[src/rtl/shared_mem_arbiter_ctrl_if.sv]
// Bundle of the three-core request bus and the single-port memory handshake.
// The arbiter uses the slave view; cores plus memory (or a bench) use the master view.
interface shared_mem_arbiter_ctrl_if #(
  parameter int AW = 16,
  parameter int DW = 32
);
  logic [2:0]      core_req;
  logic [2:0]      core_we;
  logic [3*AW-1:0] core_addr;
  logic [3*DW-1:0] core_wdata;
  logic [2:0]      core_gnt;
  logic [2:0]      core_done;
  logic [2:0]      core_err;
  logic [DW-1:0]   core_rdata;
  logic            mem_req;
  logic            mem_we;
  logic [AW-1:0]   mem_addr;
  logic [DW-1:0]   mem_wdata;
  logic [DW-1:0]   mem_rdata;
  logic            mem_ack;

  modport slave (
    input  core_req, core_we, core_addr, core_wdata, mem_rdata, mem_ack,
    output core_gnt, core_done, core_err, core_rdata,
           mem_req, mem_we, mem_addr, mem_wdata
  );

  modport master (
    output core_req, core_we, core_addr, core_wdata, mem_rdata, mem_ack,
    input  core_gnt, core_done, core_err, core_rdata,
           mem_req, mem_we, mem_addr, mem_wdata
  );
endinterface

[src/rtl/shared_mem_arbiter_ctrl.sv]
// Round-robin arbiter sequencing three cores onto one single-port memory,
// with a req/ack handshake, registered outputs and a no-ack timeout.
module shared_mem_arbiter_ctrl #(
  parameter int AW      = 16,
  parameter int DW      = 32,
  parameter int TIMEOUT = 16
) (
  input  logic                    clk,
  input  logic                    rst,
  shared_mem_arbiter_ctrl_if.slave bus
);

  localparam int             CW       = $clog2(TIMEOUT);
  localparam logic [CW-1:0]  CNT_LAST = CW'(TIMEOUT - 1);

  typedef enum logic [1:0] {IDLE = 2'd0, BUSY = 2'd1, RESP = 2'd2} state_t;

  typedef struct packed {
    state_t          state;
    logic [1:0]      last_ptr;
    logic [1:0]      winner;
    logic [CW-1:0]   cnt;
    logic [2:0]      gnt;
    logic [2:0]      done;
    logic [2:0]      err;
    logic [DW-1:0]   rdata;
    logic            mem_req;
    logic            mem_we;
    logic [AW-1:0]   mem_addr;
    logic [DW-1:0]   mem_wdata;
  } regs_t;

  regs_t      r, r_n;
  logic [1:0] win;

  // Walk from the lowest priority (last_ptr itself) up to last_ptr+1, so the
  // highest-priority requester is the one written last.
  function automatic logic [1:0] pick_winner(input logic [2:0] req, input logic [1:0] last);
    logic [2:0] sum;
    logic [1:0] cand;
    pick_winner = 2'd0;
    for (int k = 3; k >= 1; k--) begin
      sum  = {1'b0, last} + 3'(k);
      cand = (sum >= 3'd3) ? 2'(sum - 3'd3) : sum[1:0];
      if (req[cand]) pick_winner = cand;
    end
  endfunction

  assign win = pick_winner(bus.core_req, r.last_ptr);

  always_comb begin
    // NOTE: every field takes its held value first, so no branch can infer a latch.
    r_n = r;
    unique case (r.state)
      IDLE: begin
        r_n.gnt       = '0;
        r_n.done      = '0;
        r_n.err       = '0;
        r_n.rdata     = '0;
        r_n.mem_req   = 1'b0;
        r_n.mem_we    = 1'b0;
        r_n.mem_addr  = '0;
        r_n.mem_wdata = '0;
        r_n.cnt       = '0;
        if (|bus.core_req) begin
          r_n.state     = BUSY;
          r_n.winner    = win;
          r_n.gnt       = 3'b001 << win;
          r_n.mem_req   = 1'b1;
          r_n.mem_we    = bus.core_we[win];
          r_n.mem_addr  = bus.core_addr[win*AW +: AW];
          r_n.mem_wdata = bus.core_wdata[win*DW +: DW];
        end
      end
      BUSY: begin
        // An ack on the same edge the count expires still counts as success.
        if (bus.mem_ack) begin
          r_n.state   = RESP;
          r_n.rdata   = bus.mem_rdata;
          r_n.mem_req = 1'b0;
          r_n.done    = r.gnt;
          r_n.err     = '0;
        end else if (r.cnt == CNT_LAST) begin
          r_n.state   = RESP;
          r_n.rdata   = '0;
          r_n.mem_req = 1'b0;
          r_n.done    = r.gnt;
          r_n.err     = r.gnt;
        end else begin
          r_n.cnt = r.cnt + 1'b1;
        end
      end
      RESP: begin
        r_n.state     = IDLE;
        r_n.last_ptr  = r.winner;
        r_n.gnt       = '0;
        r_n.done      = '0;
        r_n.err       = '0;
        r_n.rdata     = '0;
        r_n.mem_we    = 1'b0;
        r_n.mem_addr  = '0;
        r_n.mem_wdata = '0;
      end
      default: r_n.state = IDLE;
    endcase
  end

  always_ff @(posedge clk) begin
    // NOTE: state updates use non-blocking assignment so all registers sample together.
    if (rst) begin
      r <= '{state: IDLE, last_ptr: 2'd2, winner: 2'd0, cnt: '0,
             gnt: 3'b000, done: 3'b000, err: 3'b000, rdata: '0,
             mem_req: 1'b0, mem_we: 1'b0, mem_addr: '0, mem_wdata: '0};
    end else begin
      r <= r_n;
    end
  end

  assign bus.core_gnt   = r.gnt;
  assign bus.core_done  = r.done;
  assign bus.core_err   = r.err;
  assign bus.core_rdata = r.rdata;
  assign bus.mem_req    = r.mem_req;
  assign bus.mem_we     = r.mem_we;
  assign bus.mem_addr   = r.mem_addr;
  assign bus.mem_wdata  = r.mem_wdata;

endmodule

[src/flat_wrapper.sv]
// flat-port wrapper written by rule: the top's interface ports become plain ports
module shared_mem_arbiter_ctrl_flat 
#(
  parameter int AW      = 16,
  parameter int DW      = 32,
  parameter int TIMEOUT = 16
)
  (clk, rst, bus_core_req, bus_core_we, bus_core_addr, bus_core_wdata, bus_mem_rdata, bus_mem_ack, bus_core_gnt, bus_core_done, bus_core_err, bus_core_rdata, bus_mem_req, bus_mem_we, bus_mem_addr, bus_mem_wdata);
  shared_mem_arbiter_ctrl_if #(.AW(AW), .DW(DW)) bus_i ();
  input  logic clk;
  input  logic rst;
  input wire logic [$bits(bus_i.core_req)-1:0] bus_core_req;
  input wire logic [$bits(bus_i.core_we)-1:0] bus_core_we;
  input wire logic [$bits(bus_i.core_addr)-1:0] bus_core_addr;
  input wire logic [$bits(bus_i.core_wdata)-1:0] bus_core_wdata;
  input wire logic [$bits(bus_i.mem_rdata)-1:0] bus_mem_rdata;
  input wire logic [$bits(bus_i.mem_ack)-1:0] bus_mem_ack;
  output wire logic [$bits(bus_i.core_gnt)-1:0] bus_core_gnt;
  output wire logic [$bits(bus_i.core_done)-1:0] bus_core_done;
  output wire logic [$bits(bus_i.core_err)-1:0] bus_core_err;
  output wire logic [$bits(bus_i.core_rdata)-1:0] bus_core_rdata;
  output wire logic [$bits(bus_i.mem_req)-1:0] bus_mem_req;
  output wire logic [$bits(bus_i.mem_we)-1:0] bus_mem_we;
  output wire logic [$bits(bus_i.mem_addr)-1:0] bus_mem_addr;
  output wire logic [$bits(bus_i.mem_wdata)-1:0] bus_mem_wdata;
  assign bus_i.core_req = bus_core_req;
  assign bus_i.core_we = bus_core_we;
  assign bus_i.core_addr = bus_core_addr;
  assign bus_i.core_wdata = bus_core_wdata;
  assign bus_i.mem_rdata = bus_mem_rdata;
  assign bus_i.mem_ack = bus_mem_ack;
  assign bus_core_gnt = bus_i.core_gnt;
  assign bus_core_done = bus_i.core_done;
  assign bus_core_err = bus_i.core_err;
  assign bus_core_rdata = bus_i.core_rdata;
  assign bus_mem_req = bus_i.mem_req;
  assign bus_mem_we = bus_i.mem_we;
  assign bus_mem_addr = bus_i.mem_addr;
  assign bus_mem_wdata = bus_i.mem_wdata;
  shared_mem_arbiter_ctrl #(.AW(AW), .DW(DW), .TIMEOUT(TIMEOUT)) u_core (.clk(clk), .rst(rst), .bus(bus_i));
endmodule
[config.mk]
export PLATFORM = sky130hd
export DESIGN_NAME = shared_mem_arbiter_ctrl_flat
export DESIGN_NICKNAME = d
export VERILOG_FILES = /design/src/rtl/shared_mem_arbiter_ctrl_if.sv /design/src/rtl/shared_mem_arbiter_ctrl.sv /design/src/flat_wrapper.sv
export SDC_FILE = /design/constraint.sdc
export NUM_CORES = 1
export LEC_CHECK = 0
export BUFFER_PORTS_ARGS = -buffer_cell sky130_fd_sc_hd__buf_2
export CAP_MARGIN = 20
export CORE_ASPECT_RATIO = 0.9
export CORE_MARGIN = 4
export CORE_UTILIZATION = 35
export CTS_BUF_LIST = sky130_fd_sc_hd__clkbuf_8
export DETAILED_ROUTE_END_ITERATION = 10
export PLACE_DENSITY_LB_ADDON = 0.08
export RECOVER_POWER = 25
export SYNTH_ARGS = -nofsm -noshare
export SYNTH_HDL_FRONTEND = slang
export SYNTH_SLANG_ARGS = --single-unit
[constraint.sdc]
create_clock -name clk -period 2.7 [get_ports clk]
set_clock_uncertainty 0.1 [all_clocks]
set_input_delay 0.54 -clock clk [delete_from_list [all_inputs] [get_ports clk]]
set_output_delay 0.54 -clock clk [all_outputs]
set_load 0.01 [all_outputs]
=== Word level (Yosys, flattened, before mapping) ===
Index checks and enable logic that the tools add are counted.

* $add $sub $neg: 7
* Multiply operators: 0
* Divide/modulo/power cells: 0
* Order comparisons: 7
* Equality and inequality tests: 7
* Shift-type cells: 3
* Multiplexer cells: 29
* Bitwise logic cells: 0
* Reduce and logical (&&, ||, !) cells: 11

{| class="wikitable"
|+ Operators with widths
! operator !! count
|-
| $pmux W49 S2 || 1
|-
| $shiftx A96 B8 Y32 || 1
|-
| $mux W39 || 2
|-
| $pmux W38 S2 || 1
|-
| $mux W50 || 1
|-
| $shiftx A48 B7 Y16 || 1
|-
| $mux W2 || 9
|-
| $lt A2 B3 Y1 const B || 4
|-
| $ge A3 B2 Y1 const B || 3
|-
| $bmux W1 S2 || 4
|-
| $mux W4 || 2
|-
| $pmux W4 S2 || 1
|-
| $reduce_and A2 Y1 || 4
|-
| $add A2 B2 Y3 const B || 2
|-
| $pmux W3 S2 || 1
|-
| $reduce_bool A2 Y1 || 3
|-
| $sub A2 B2 Y2 const B || 3
|-
| $add A4 B1 Y4 const B || 1
|-
| $eq A4 B4 Y1 const B || 1
|-
| $mux W1 || 4
|-
| $ne A2 B2 Y1 const B || 2
|-
| $pmux W2 S2 || 1
|-
| $add A2 B1 Y3 const B || 1
|-
| $mux W3 || 1
|-
| 10 further kinds || 10
|}

* Register bits after elaboration: 101
* Bits in latches: 0
* RAM bits: 0
* Bits in read-only memories: 0
* Memories kept: 0

=== Depth between registers and ports, before layout ===
Gate-level depths: netlist of the first run.

* Depth after elaboration: 12
* Depth in mapped cells: 9

=== Worst setup path before layout of the first run ===
OpenSTA, ideal clock, no wires.

* Path kind: register to register
* Start: reg u_core.r[97] in the netlist's numbering
* End: reg u_core.r (netlist bit u_core.bus.mem_wdata[14])
* Arrival time: 1.943 ns
* Required time: 2.466 ns
* Path slack: 0.523 ns
* Cell stages (with the launch flop): 10
* Path buffers: 2
* Period minus slack after synthesis: 2.177 ns
* Cells stage by stage: dfxtp_1 -> inv_1 -> ha_1 -> mux2i_1 -> o21a_1 -> and2_1 -> buf_2 -> buf_2 -> a222oi_1 -> a211oi_1

* Cells in the longest elaborated chain, start to end: 11

{| class="wikitable"
|+ Ends and longest elaborated chain
! element !! RTL line !! text
|-
| start: declaration || shared_mem_arbiter_ctrl.sv:33 || <nowiki>regs_t r, r_n;</nowiki>
|-
| start signal: assignment || shared_mem_arbiter_ctrl.sv:111 || <nowiki>r <= '{state: IDLE, last_ptr: 2'd2, winner: 2'd0, cnt: '0,</nowiki>
|-
| start signal: assignment || shared_mem_arbiter_ctrl.sv:115 || <nowiki>r <= r_n;</nowiki>
|-
| $add A2 B2 Y3 || shared_mem_arbiter_ctrl.sv:43 || <nowiki>sum = {1'b0, last} + 3'(k);</nowiki>
|-
| $ge A3 B2 Y1 or $sub A2 B2 Y2 (tied branches) || shared_mem_arbiter_ctrl.sv:44 || <nowiki>cand = (sum >= 3'd3) ? 2'(sum - 3'd3) : sum[1:0];</nowiki>
|-
| $mux W2 || shared_mem_arbiter_ctrl.sv:44 ||
|-
| $bmux W1 S2 || shared_mem_arbiter_ctrl.sv:45 || <nowiki>if (req[cand]) pick_winner = cand;</nowiki>
|-
| $mux W1 (implied by the code) || shared_mem_arbiter_ctrl.sv:45 ||
|-
| $mux W2 (2 in a row) || shared_mem_arbiter_ctrl.sv:45 ||
|-
| $mux W2 (*) || shared_mem_arbiter_ctrl.sv:45 ||
|-
| $shiftx A96 B8 Y32 (*) || shared_mem_arbiter_ctrl.sv:72 || <nowiki>r_n.mem_wdata = bus.core_wdata[win*DW +: DW];</nowiki>
|-
| $mux W50 (*) || shared_mem_arbiter_ctrl.sv:65 || <nowiki>if (|bus.core_req) begin</nowiki>
|-
| $pmux W49 S2 (*) || shared_mem_arbiter_ctrl.sv:54 || <nowiki>unique case (r.state)</nowiki>
|}

Every way passes the cells marked *; elsewhere a longest branch is shown, timed or not. The select of a mux whose other input is x is not followed.
A chain may end at the register's enable or synchronous reset.

=== Final worst setup path of the first run ===
* Start: reg u_core.r[97] in the netlist's numbering
* End: reg u_core.r (netlist bit u_core.bus.mem_addr[0])

* Cells in the longest elaborated chain, start to end: 11

{| class="wikitable"
|+ Ends and longest elaborated chain
! element !! RTL line !! text
|-
| $add A2 B2 Y3 || shared_mem_arbiter_ctrl.sv:43 ||
|-
| $ge A3 B2 Y1 or $sub A2 B2 Y2 (tied branches) || shared_mem_arbiter_ctrl.sv:44 ||
|-
| $mux W2 || shared_mem_arbiter_ctrl.sv:44 ||
|-
| $bmux W1 S2 || shared_mem_arbiter_ctrl.sv:45 ||
|-
| $mux W1 (implied by the code) || shared_mem_arbiter_ctrl.sv:45 ||
|-
| $mux W2 (2 in a row) || shared_mem_arbiter_ctrl.sv:45 ||
|-
| $mux W2 (*) || shared_mem_arbiter_ctrl.sv:45 ||
|-
| $shiftx A48 B7 Y16 (*) || shared_mem_arbiter_ctrl.sv:71 || <nowiki>r_n.mem_addr = bus.core_addr[win*AW +: AW];</nowiki>
|-
| $mux W50 (*) || shared_mem_arbiter_ctrl.sv:65 ||
|-
| $pmux W49 S2 (*) || shared_mem_arbiter_ctrl.sv:54 ||
|}

Marks and branches as above.

==> results of run 1 <==
-- synthesized netlist by cell type (all sizes together) --
master and n:
o41ai 1, nand2b 1, o31a 1, a31o 1, nor3 2, o21a 2, nor3b 1, o31ai 1
nor2b 3, nand4 32, a31oi 1, buf 100, or2 1, o211ai 2, a21oi 66, a211oi 18
nor2 45, nand3 19, nand2 13, a22oi 34, and3b 1, a32oi 1, mux2i 2, a211o 1
a21o 2, clkbuf 44, nand3b 4, nand4bb 2, nor4b 1, ha 4, a22o 1, o21ai 2
a222oi 49, and3 1, dfxtp 101, inv 2, and2 3
-- worst max-delay path by stage --
stage | endpoint | cells past startpoint
CTS | u_core.bus.mem_addr[0] | 8
global placement | u_core.bus.mem_wdata[1] | 8
finish | u_core.bus.mem_addr[0] | 8
detailed placement | u_core.bus.mem_addr[0] | 8
floorplan | u_core.bus.mem_wdata[14] | 9
global route | u_core.bus.mem_wdata[12] | 8
-- critical path: stages, from the launching register on --
cell and delay (ns):
sky130_fd_sc_hd__dfxtp_1 0.39, sky130_fd_sc_hd__inv_1 0.09, sky130_fd_sc_hd__ha_1 0.39, sky130_fd_sc_hd__mux2i_1 0.25
sky130_fd_sc_hd__or2_1 0.21, sky130_fd_sc_hd__a211oi_4 0.08, sky130_fd_sc_hd__buf_4 0.23, sky130_fd_sc_hd__a222oi_1 0.34
sky130_fd_sc_hd__a21oi_1 0.11
-- state kept, by name, indices dropped and copies added (netlist names) --
register               flops
u_core.bus.mem_we          1
u_core.bus.mem_req         1
u_core.bus.mem_wdata      32
u_core.bus.core_rdata     32
u_core.r                  10
u_core.bus.core_gnt        3
u_core.bus.mem_addr       16
u_core.bus.core_done       3
u_core.bus.core_err        3
-- area by class of cell --
type | count | area [um2] | share of cell area [%]
Clock inverter | 7 | 97.6 | 1.61
Timing Repair Buffer | 290 | 1500 | 24.6
Tap cell | 193 | 241 | 3.98
Multi-Input combinational cell | 318 | 2080 | 34.3
Sequential cell | 101 | 2020 | 33.3
Inverter | 2 | 7.51 | 0.124
Clock buffer | 9 | 124 | 2.04
-- metrics by stage --
stage | total power [uW] | utilization, % | std cells | area, um2 | setup WS [ns]
2_1_floorplan | 2250 | - | 565 | 5000 | 0.523
3_3_place_gp | 2480 | 41.9 | 903 | 5870 | 0.443
3_5_place_dp | 2490 | 42.1 | 904 | 5900 | 0.377
4_1_cts | 3580 | 43.7 | 920 | 6120 | 0.362
5_1_grt | 3730 | 43.3 | 920 | 6070 | 0.141
6_report | 3510 | 43.3 | 920 | 6070 | 0.360
-- layer usage --
| layer | up-vias | GRT usage [%] | share of wire [%] |
|---|---|---|---|
| met3 | 9 | 5.51 | 8.7 |
| met1 | 2308 | 22.4 | 42 |
| met4 | 0 | 3.75 | 0.78 |
| li1 | 2372 | - | - |
| met2 | 221 | 31.1 | 48 |
| met5 | - | 0 | 0 |
-- power by group --
group          total, uW  switching, uW  internal (uW)
Clock               1060            538            527
Sequential          1660           64.2           1590
Combinational        785            441            343
-- cell families after synthesis --
logic type	Yosys count	synth area share [%]
adders and majority gates	4	1.00
and+or+nand+nor	129	13.1
DFF	101	40.4
buffers and inverters	146	18.1
muxes	2	0.400
AOI/OAI and AO/OA	183	27.0
==> flow_results.org, run 1 <==
** Detailed routing
- Final wirelength :: 15400 um
- Via count :: 4910
- Dividing the detail-routed wire length by the instance count gives 16.7 um.
- In the routed design, unresolved DRC markers number 0.
- Iteration count of the initial detailed-routing pass :: 8
- Remaining antenna violation count :: 0
- After detailed routing, the number of vias per cell comes to 5.34.
- Violation count after the first detailed-route iteration :: 399

** CTS
- Clock latency reported for the late side of the worst-skew pair :: 0.37 ns
- Clock input transition at the sequential cells of the worst setup and hold paths :: 0.10 ns
- Clock tree from TritonCTS :: yes
- Once the clock tree was built, the resizer swapped 0 gates to a different size.
- Longest Clk Path Bufs :: 2
- Total setup buffers inserted after CTS :: 0
- Clock tree synthesis selected as its root buffer the cell sky130_fd_sc_hd__clkbuf_8.
- The number of hold buffers added after CTS was 0.
- Cts bufs inserted :: 9
- TritonCTS Sinks :: 101
- In this run the number of H-tree levels came out at 3.

** Floorplanning
- The floorplan step defined a die boundary enclosing 16300 um2.
- The die is 121 um tall.
- From left edge to right edge, the die measures 134 um.
- The floorplan has 41 rows.
- The initial utilization of the core area, before any placement, comes to 35.7%.
- The core region is 14000 um2.
- During I/O placement, the number of pins put on the boundary was 276.

** Min path
- Number of cells traversed by the worst hold path :: 3
- Worst min-delay path startpoint :: bus_core_wdata[15]
- The worst hold path belongs to the class in -> reg.
- The worst hold path terminates at u_core.bus.mem_wdata[15].

** STA
- Post-layout minimum cycle time :: 2.34 ns
- The hold violation total from the final report was 0.
- Setup violations remaining at the end of the flow were counted as 0.
- Setup repair after global routing missed its margin :: no
- Normalized max-slew margin :: 29.0%
- Post-route clock period utilization :: 86.6%
- After routing, the total negative slack on setup checks comes to 0 ns.
- The number of slew-limit violations in the final report came to 0.
- Maximum clock frequency :: 427 MHz
- At the pin with the least slew margin, the transition time is 1.07 ns.
- The tightest hold path in the finished design has a slack of 0.309 ns.

** Global routing
- Entering global routing, the biggest net connects 52 pins.
- Via count of the first global-routing pass :: 4792
- Total routing usage reported by global routing :: 18.1%
- Antenna violations before repair :: 0
- The first global-routing pass estimated 23900 um of wire.
- Global routing finished with a remaining overflow of 0.

** Worst setup path
- R2R depth :: 8
- Critical path launch point :: u_core.r[97]
- STA classifies the critical path startpoint as a flop.
- The startpoint identified for the worst register-to-register timing path is u_core.r[97].
- Worst Path Arrival :: 2.48 ns
- By startpoint and endpoint, the worst setup path is classified as reg -> reg.
- RR Endpoint :: u_core.bus.mem_addr[0]
- Of all nets on the critical path, the largest fanout is 23.
- Across all register-to-register paths, the minimum setup slack is 0.36 ns.
- For the worst setup path, the data required time is 2.84 ns.
- The worst setup path is captured at a flop.

** Synth
- Synthesis-stage register bit count :: 101
- Yosys warnings :: 0
- Synthesis handed over a netlist of 565 instances.
- Synthesized net count :: 754
- The biggest area contributor in the post-synthesis netlist is sky130_fd_sc_hd__dfxtp_1.
- Sorting the synthesized cells by area gives the leading types as sky130_fd_sc_hd__dfxtp_1, sky130_fd_sc_hd__buf_4, sky130_fd_sc_hd__a222oi_1, sky130_fd_sc_hd__a21oi_1, sky130_fd_sc_hd__a22oi_1.
- Area fraction of the dominant cell type after synthesis :: 40.4%
- For this run, the register share of the synthesized area comes to 40.4%.
- Netlist area before placement :: 5000 um2
- Average cell area after synthesis :: 8.85 um2
- Count of cell types in the netlist :: 42

** Final layout
- Most frequent standard cell in the layout excluding fill and tap cells :: sky130_fd_sc_hd__buf_2
- The post-route netlist has 37.0% of its cells at a drive strength greater than 1.
- Post-layout net count :: 911
- Fill cell instance count of the final layout :: 1450
- Count of inserted antenna diode cells :: 0
- The library cells used most frequently in the layout, excluding fill and tap cells, are sky130_fd_sc_hd__buf_2, sky130_fd_sc_hd__dfxtp_1, sky130_fd_sc_hd__a21oi_1.
- From synthesis to final layout, the design area changed by 21.3%.

** Placed design
- HPWL after detailed placement :: 11100 um
- The congestion estimate from routability-driven global placement came to 0.819.
- Port Buffer Count :: 275

** Power
- Standby leakage power :: 0.00260 uW
- IR Drop Worst-Case VDD :: 381 uV
- Power spread over the standard cell area amounts to 578 nW/um2.

** Job
- Across the run, the number of max-cap violations was 0.

** Status
- The flow ran to the end, and the final reports show no timing, DRC or antenna violations.
No activity file was read; power rests on OpenSTA's default activity.
==> run 2, diff against run 1 <==
ABC_AREA = 1   (was unset)
==> flow_results.org, run 2 <==
** Status
- The run finished with clean final reports.

** Synth
- Average cell area after synthesis :: 6.72 um2
- Synthesis-stage register bit count :: 101
- The top cell type by area accounts for 34.8% of the synthesized area.
- The synthesized design spends more area on one cell type than any other, namely sky130_fd_sc_hd__dfxtp_1.
- Synthesized net count :: 1053
- Among all flip-flop cells after synthesis, the most frequent one is sky130_fd_sc_hd__dfxtp_1.
- EDFF count, synth :: 0
- During synthesis, Yosys emitted a total of 0 warnings.
- By instance count, the leading cell after synthesis is sky130_fd_sc_hd__nand2_1.
- Leading post-synthesis cells by cell area :: sky130_fd_sc_hd__dfxtp_1, sky130_fd_sc_hd__nand2_1, sky130_fd_sc_hd__buf_4, sky130_fd_sc_hd__nand3_1, sky130_fd_sc_hd__nor2_1
- After synthesis, the share of flip-flops with an asynchronous set or reset is 0%.
- Summing every instance area after synthesis gives 5800 um2.
- By count the netlist is led by sky130_fd_sc_hd__nand2_1, sky130_fd_sc_hd__dfxtp_1, sky130_fd_sc_hd__nand3_1, sky130_fd_sc_hd__buf_4, sky130_fd_sc_hd__nor2_1.
- Counting every instance in the synthesized netlist gives 864.
- Proportion of synthesized chip area in sequential cells :: 34.8%
- The netlist uses 28 different library cells.

** STA
- Of the available clock period, the critical path in the final layout requires 89.4%.
- In the final timing run, aggregate negative setup slack is 0 ns.
- Subtracting the final worst setup slack from the clock period gives 2.41 ns.
- Final hold analysis gives a worst-case slack of 0.308 ns.
- Measured against its own limit, the worst slew margin works out to 40.8%.
- The hold violation total from the final report was 0.
- Timing would allow up to 414 MHz.
- Setup-failing EPs final :: 0
- At the pin with the least slew margin, the transition time is 0.889 ns.
- Setup repair after global routing missed its margin :: no
- The number of slew-limit violations in the final report was 0.

** Global routing
- After global routing the overflow that remains totals 0.
- Met3 track utilization from global routing :: 4.91%
- GR Util met1 :: 24.8%
- The via count of the first global-routing pass was 5428.
- Global-route layer with the greatest usage :: met2
- Largest net degree at the start of global routing :: 82
- Global routing usage on met2 :: 30.2%
- The first global-routing pass estimated 27600 um of wire.
- Total routing usage reported by global routing :: 18.5%
- The initial antenna violation count came to 1.

** Detailed routing
- Final wirelength :: 18000 um
- Dividing the detail-routed via count by the number of cells gives 4.60.
- The routed layout has 5707 vias.
- Iteration count of the initial detailed-routing pass :: 4
- Violation count after the first detailed-route iteration :: 264
- Remaining antenna violation count :: 0
- WL per Instance :: 14.5 um
- DRC viols :: 0

** Final layout
- Compared with the post-synthesis result, the final layout area differs by 17.8%.
- Final Core Density :: 42.3%
- The library cell used most frequently in the layout, excluding fill and tap cells, is sky130_fd_sc_hd__nand2_1.
- After the last flow step, the layout net total stands at 1217.
- Commonest cells after routing, fill and taps aside :: sky130_fd_sc_hd__nand2_1, sky130_fd_sc_hd__buf_2, sky130_fd_sc_hd__dfxtp_1
- Cells with a size suffix above 1 make up 28.3% of the layout.
- The number of antenna diodes in the final layout is 0.

** Min path
- Kind of path behind the tightest hold check :: in -> reg
- Number of cells traversed by the worst hold path :: 3

** CTS
- The later pin in the worst-skew pair is clocked with a latency of 0.37 ns.
- CTS saw 101 sinks.
- Cts bufs inserted :: 9
- TritonCTS built the clock tree.
- The tree is rooted in a sky130_fd_sc_hd__clkbuf_8.
- Clock input transition at the sequential cells of the worst setup and hold paths :: 0.10 ns
- Total setup buffers inserted after CTS :: 0
- CTS H-Tree Depth :: 3
- The clock passes through at most 2 buffers.

** Worst setup path
- For the worst setup path, the data required time is 2.92 ns.
- Critical path capture point type :: flop
- Worst Path Arrival :: 2.63 ns
- Of all nets on the critical path, the largest fanout is 20.
- Worst setup SP type :: flop
- Worst setup path category :: reg -> reg
- R2R depth :: 13

** Floorplanning
- Starting density of the core :: 35.9%
- The floorplan step set the die height to 130 um.
- For this design the top-level I/O count stands at 276.
- The floorplan step defined a die boundary enclosing 18700 um2.
- Width of the chip :: 144 um
- The initialized floorplan defines 44 standard-cell rows.
- In this run the standard cell core region covers 16200 um2.

** Placed design
- At the end of routability-driven placement, the weighted congestion stood at 0.865.
- The wire-length estimate of the detail-placed layout is 13200 um.
- During placement, the flow inserted port buffers numbering 275.

** Job
- Number of maximum-capacitance constraint violations :: 0

** Power
- IR Drop Worst-Case VDD :: 335 uV
- Dividing total power by cell area gives a power density of 709 nW/um2.
- In this run the static leakage power is 0.00352 uW.
==> run 2: cell types whose count changed after synthesis, sizes merged, moves of 14 or more <==
cell,before,now
a211oi,18,0
a21oi,66,43
a222oi,49,0
buf,100,114
clkbuf,44,23
inv,2,66
nand2,13,261
nand3,19,102
nand4,32,4
nor2,45,83
o21ai,2,18
==> run 2: logic make-up after synthesis <==
family	after synthesis	share of synthesized area (%)
buf+inv	204	20.2
fa+ha+maj	4	0.862
simple gates	460	34.5
flops	101	34.8
compound gates	95	9.64
==> run 2: routing by layer <==
metal | up-vias | part of all wire (%) | wire length [um]
met5 | - | 0.072 | 13
met1 | 2503 | 46 | 8250
li1 | 2982 | - | -
met2 | 204 | 45 | 8040
met3 | 16 | 8.2 | 1480
met4 | 2 | 1.1 | 201
==> run 2: final cells by class <==
class,instances,area (um2)
clock buffer,10,138
sequential,101,2020
tap,207,259
fill,1798,9350
clock inverter,6,85.1
multi-input combinational,559,2640
inverter,67,251
timing repair buffer,290,1450
==> run 2: timing repair <==
action | in CTS | in global routing
hold buffers | 0 | 0
endpoints found under the setup margin | 0 | 25
resized for setup | 0 | 2
==> run 2: worst paths after layout <==
path	startpoint	to	slack, ns
worst min-delay path	bus_mem_rdata[6]	u_core.bus.core_rdata[6]	0.31
worst max register to register	u_core.r[97]	u_core.bus.mem_addr[1]	0.29
worst max-delay path	u_core.r[97]	u_core.bus.mem_addr[1]	0.29
worst min register to register	u_core.bus.mem_req	u_core.bus.mem_req	0.36
==> run 2: critical path, cell delays in order, from the launching register on <==
cell	delay (ns)
sky130_fd_sc_hd__dfxtp_1	0.38
sky130_fd_sc_hd__inv_1	0.09
sky130_fd_sc_hd__ha_2	0.39
sky130_fd_sc_hd__nand2_1	0.08
sky130_fd_sc_hd__nand2_1	0.15
sky130_fd_sc_hd__nand2_2	0.12
sky130_fd_sc_hd__nand2_4	0.22
sky130_fd_sc_hd__nand2_8	0.11
sky130_fd_sc_hd__nor2_4	0.11
sky130_fd_sc_hd__buf_4	0.28
sky130_fd_sc_hd__nand3_1	0.12
sky130_fd_sc_hd__nand3_1	0.10
sky130_fd_sc_hd__nand2_1	0.05
sky130_fd_sc_hd__inv_1	0.06
==> run 2: metrics by stage <==
stage	worst slack (ns)	total power, uW	instances	instance area (um2)
2_1_floorplan	0.636	3410	864	5800
4_1_cts	0.212	4950	1240	6890
3_5_place_dp	0.221	3840	1224	6670
6_report	0.285	4850	1240	6840
5_1_grt	0.00387	5260	1240	6840
3_3_place_gp	0.278	3850	1224	6670
==> run 2: power by group <==
part	switching, uW	leakage, uW	internal (uW)	total, uW
clock	529	0.000114	546	1080
sequential	115	0.000826	1700	1820
combinational	1270	0.00258	691	1960
total	1910	0.00352	2940	4850
==> run 3, diff against run 2 <==
CORE_ASPECT_RATIO = 0.8   (was 0.9)
==> flow_results.org, run 3 (synthesis results as in run 2) <==
** STA
- Post-route clock period utilization :: 91.3%
- Normalized max-slew margin :: 54.1%
- The smallest clock period supported by the final layout is computed as 2.46 ns.
- Maximum clock frequency :: 406 MHz
- For the pin with the worst max-slew slack, the measured transition is 0.688 ns.
- Final hold violation count :: 0
- Setup violations remaining at the end of the flow were counted as 0.
- The number of slew-limit violations in the final report was 0.
- Sum Neg Setup Slack :: 0 ns
- Setup repair after global routing left no endpoint under its margin.

** Worst setup path
- CP cell instances :: inv_1, ha_2, nand2_1, nand2_1, nand2_2, nand2_4, nand2_8, nor2_4, buf_4, nand3_1, nand3_1, nand2_1, inv_1
- Worst Path Arrival :: 2.70 ns
- STA classifies the critical path startpoint as a flop.
- Worst Path Max Fanout :: 20
- The number of cells on the worst reg-to-reg path is 13.
- STA classifies the critical path endpoint as a flop.
- In this design, the stage delay of the slowest critical-path cell is 0.40 ns.
- The worst setup path is of the reg -> reg kind.
- Critical-path top delay cell :: sky130_fd_sc_hd__dfxtp_1
- Required time of the worst setup path :: 2.93 ns
- Top cell by count, worst path :: sky130_fd_sc_hd__nand2_1

** Job
- The tool flagged a number of max-cap violations equal to 0.

** Floorplanning
- Once the floorplan was initialized, standard cells occupied 36.3% of the core.
- Number of placed I/O pins :: 276
- Width of the chip :: 152 um
- The die covers 18700 um2.
- The floorplan has 41 rows.
- Placeable core area :: 16000 um2
- The die is 123 um tall.

** CTS
- Clock input transition at the sequential cells of the worst setup and hold paths :: 0.10 ns
- TritonCTS Sinks :: 101
- The tree is rooted in a sky130_fd_sc_hd__clkbuf_8.
- Clock latency reported for the late side of the worst-skew pair :: 0.38 ns
- CTS H-Tree Depth :: 3
- In this run, post-CTS hold repair placed 0 buffers.
- The clock passes through at most 2 buffers.
- TritonCTS built the clock tree.
- Cts bufs inserted :: 9
- In this run the post-CTS setup repair buffer count came out at 0.

** Global routing
- For this run, the total global-route usage over all layers was measured as 19.3%.
- The first global-routing pass estimated 29300 um of wire.
- The initial antenna violation count is 1.
- The via count of the first global-routing pass came to 5708.
- GRT Residual Overflow :: 0
- Entering global routing, the biggest net connects 63 pins.

** Detailed routing
- The detailed router placed 5819 vias in this run.
- Once detail routing completed, the nets flagged for antenna violations numbered 0.
- Wires add up to 18600 um.
- Violation count after the first detailed-route iteration :: 286
- Iteration count of the initial detailed-routing pass :: 4
- In the routed design, unresolved DRC markers number 0.
- DR vias/cell :: 4.66
- WL per Instance :: 14.8 um

** Placed design
- Once detailed placement completed, the half-perimeter wirelength came to 13800 um.
- Final RePlAce weighted congestion :: 0.836
- Port Buffer Count :: 275

** Status
- Result of the run :: complete, no violations

** Final layout
- Most frequent standard cell in the layout excluding fill and tap cells :: sky130_fd_sc_hd__nand2_1
- The net count of the finished layout is 1218.
- Final Core Density :: 42.5%
- In the final layout, the share of cells above drive strength 1 is 28.3%.
- Layout overhead on the synthesized area :: 17.2%
- Commonest cells after routing, fill and taps aside :: sky130_fd_sc_hd__nand2_1, sky130_fd_sc_hd__buf_2, sky130_fd_sc_hd__dfxtp_1

** Power
- Standby leakage power :: 0.00349 uW
- In this run the power density over the cells is 689 nW/um2.
- Across the VDD grid, the largest voltage drop is 227 uV.

** Min path
- Kind of path behind the tightest hold check :: in -> reg
- Number of cells traversed by the worst hold path :: 3
## run 3: layout make-up
cell class,count,area (um2)
Antenna cell,1,2.50
Sequential cell,101,2020
Timing Repair Buffer,291,1440
Inverter,67,251
Fill cell,1791,9200
Clock inverter,7,50.0
Clock buffer,9,124
Tap cell,215,269
Multi-Input combinational cell,559,2640
## run 3: where the power goes
part           internal, uW  total [uW]  leakage, uW  switching (uW)
clock network           339         899    0.0000874             561
registers              1700        1820     0.000826             115
logic                   684        1970      0.00258            1280
## run 3: routing by layer
layer / routed length [um] / vias up / global-route usage, %
li1: - / 2985 / -
met1: 8560 / 2585 / 25.1
met2: 8150 / 227 / 30.9
met3: 1580 / 22 / 6.33
met4: 263 / 0 / 5.22
met5: 0 / - / 0
## run 3: final timing paths
kind                                               from                   endpoint  slack (ns)
worst min register to register  u_core.bus.mem_addr[14]    u_core.bus.mem_addr[14]        0.36
worst min-delay path                  bus_mem_rdata[26]  u_core.bus.core_rdata[26]        0.30
worst max-delay path                       u_core.r[97]     u_core.bus.mem_addr[7]        0.24
worst max register to register             u_core.r[97]     u_core.bus.mem_addr[7]        0.24
## run 3: worst max-delay path: cells and delay by family, from the launching register on
| kind | cells | cell delay (ns) |
|---|---|---|
| and+or+nand+nor | 9 | 1.09 |
| DFF | 1 | 0.40 |
| adders and majority gates | 1 | 0.40 |
| buffers and inverters | 3 | 0.44 |
## run 3: what timing repair did
action                                  4_1_cts  5_1_grt
hold endpoints to repair                      0        0
gates resized for setup                       0        3
endpoints found under the setup margin        0       29
## run 3: stage by stage
stage	hold slack, ns	setup WS [ns]	cells	power (uW)	area [um2]
after floorplan	0.337	0.636	864	3410	5800
after global placement	0.341	0.185	1233	3850	6670
after detailed placement	0.344	0.161	1233	3850	6670
after CTS	0.274	0.163	1249	4770	6840
after global routing	0.284	0.0418	1250	5080	6800
final	0.301	0.236	1250	4690	6800
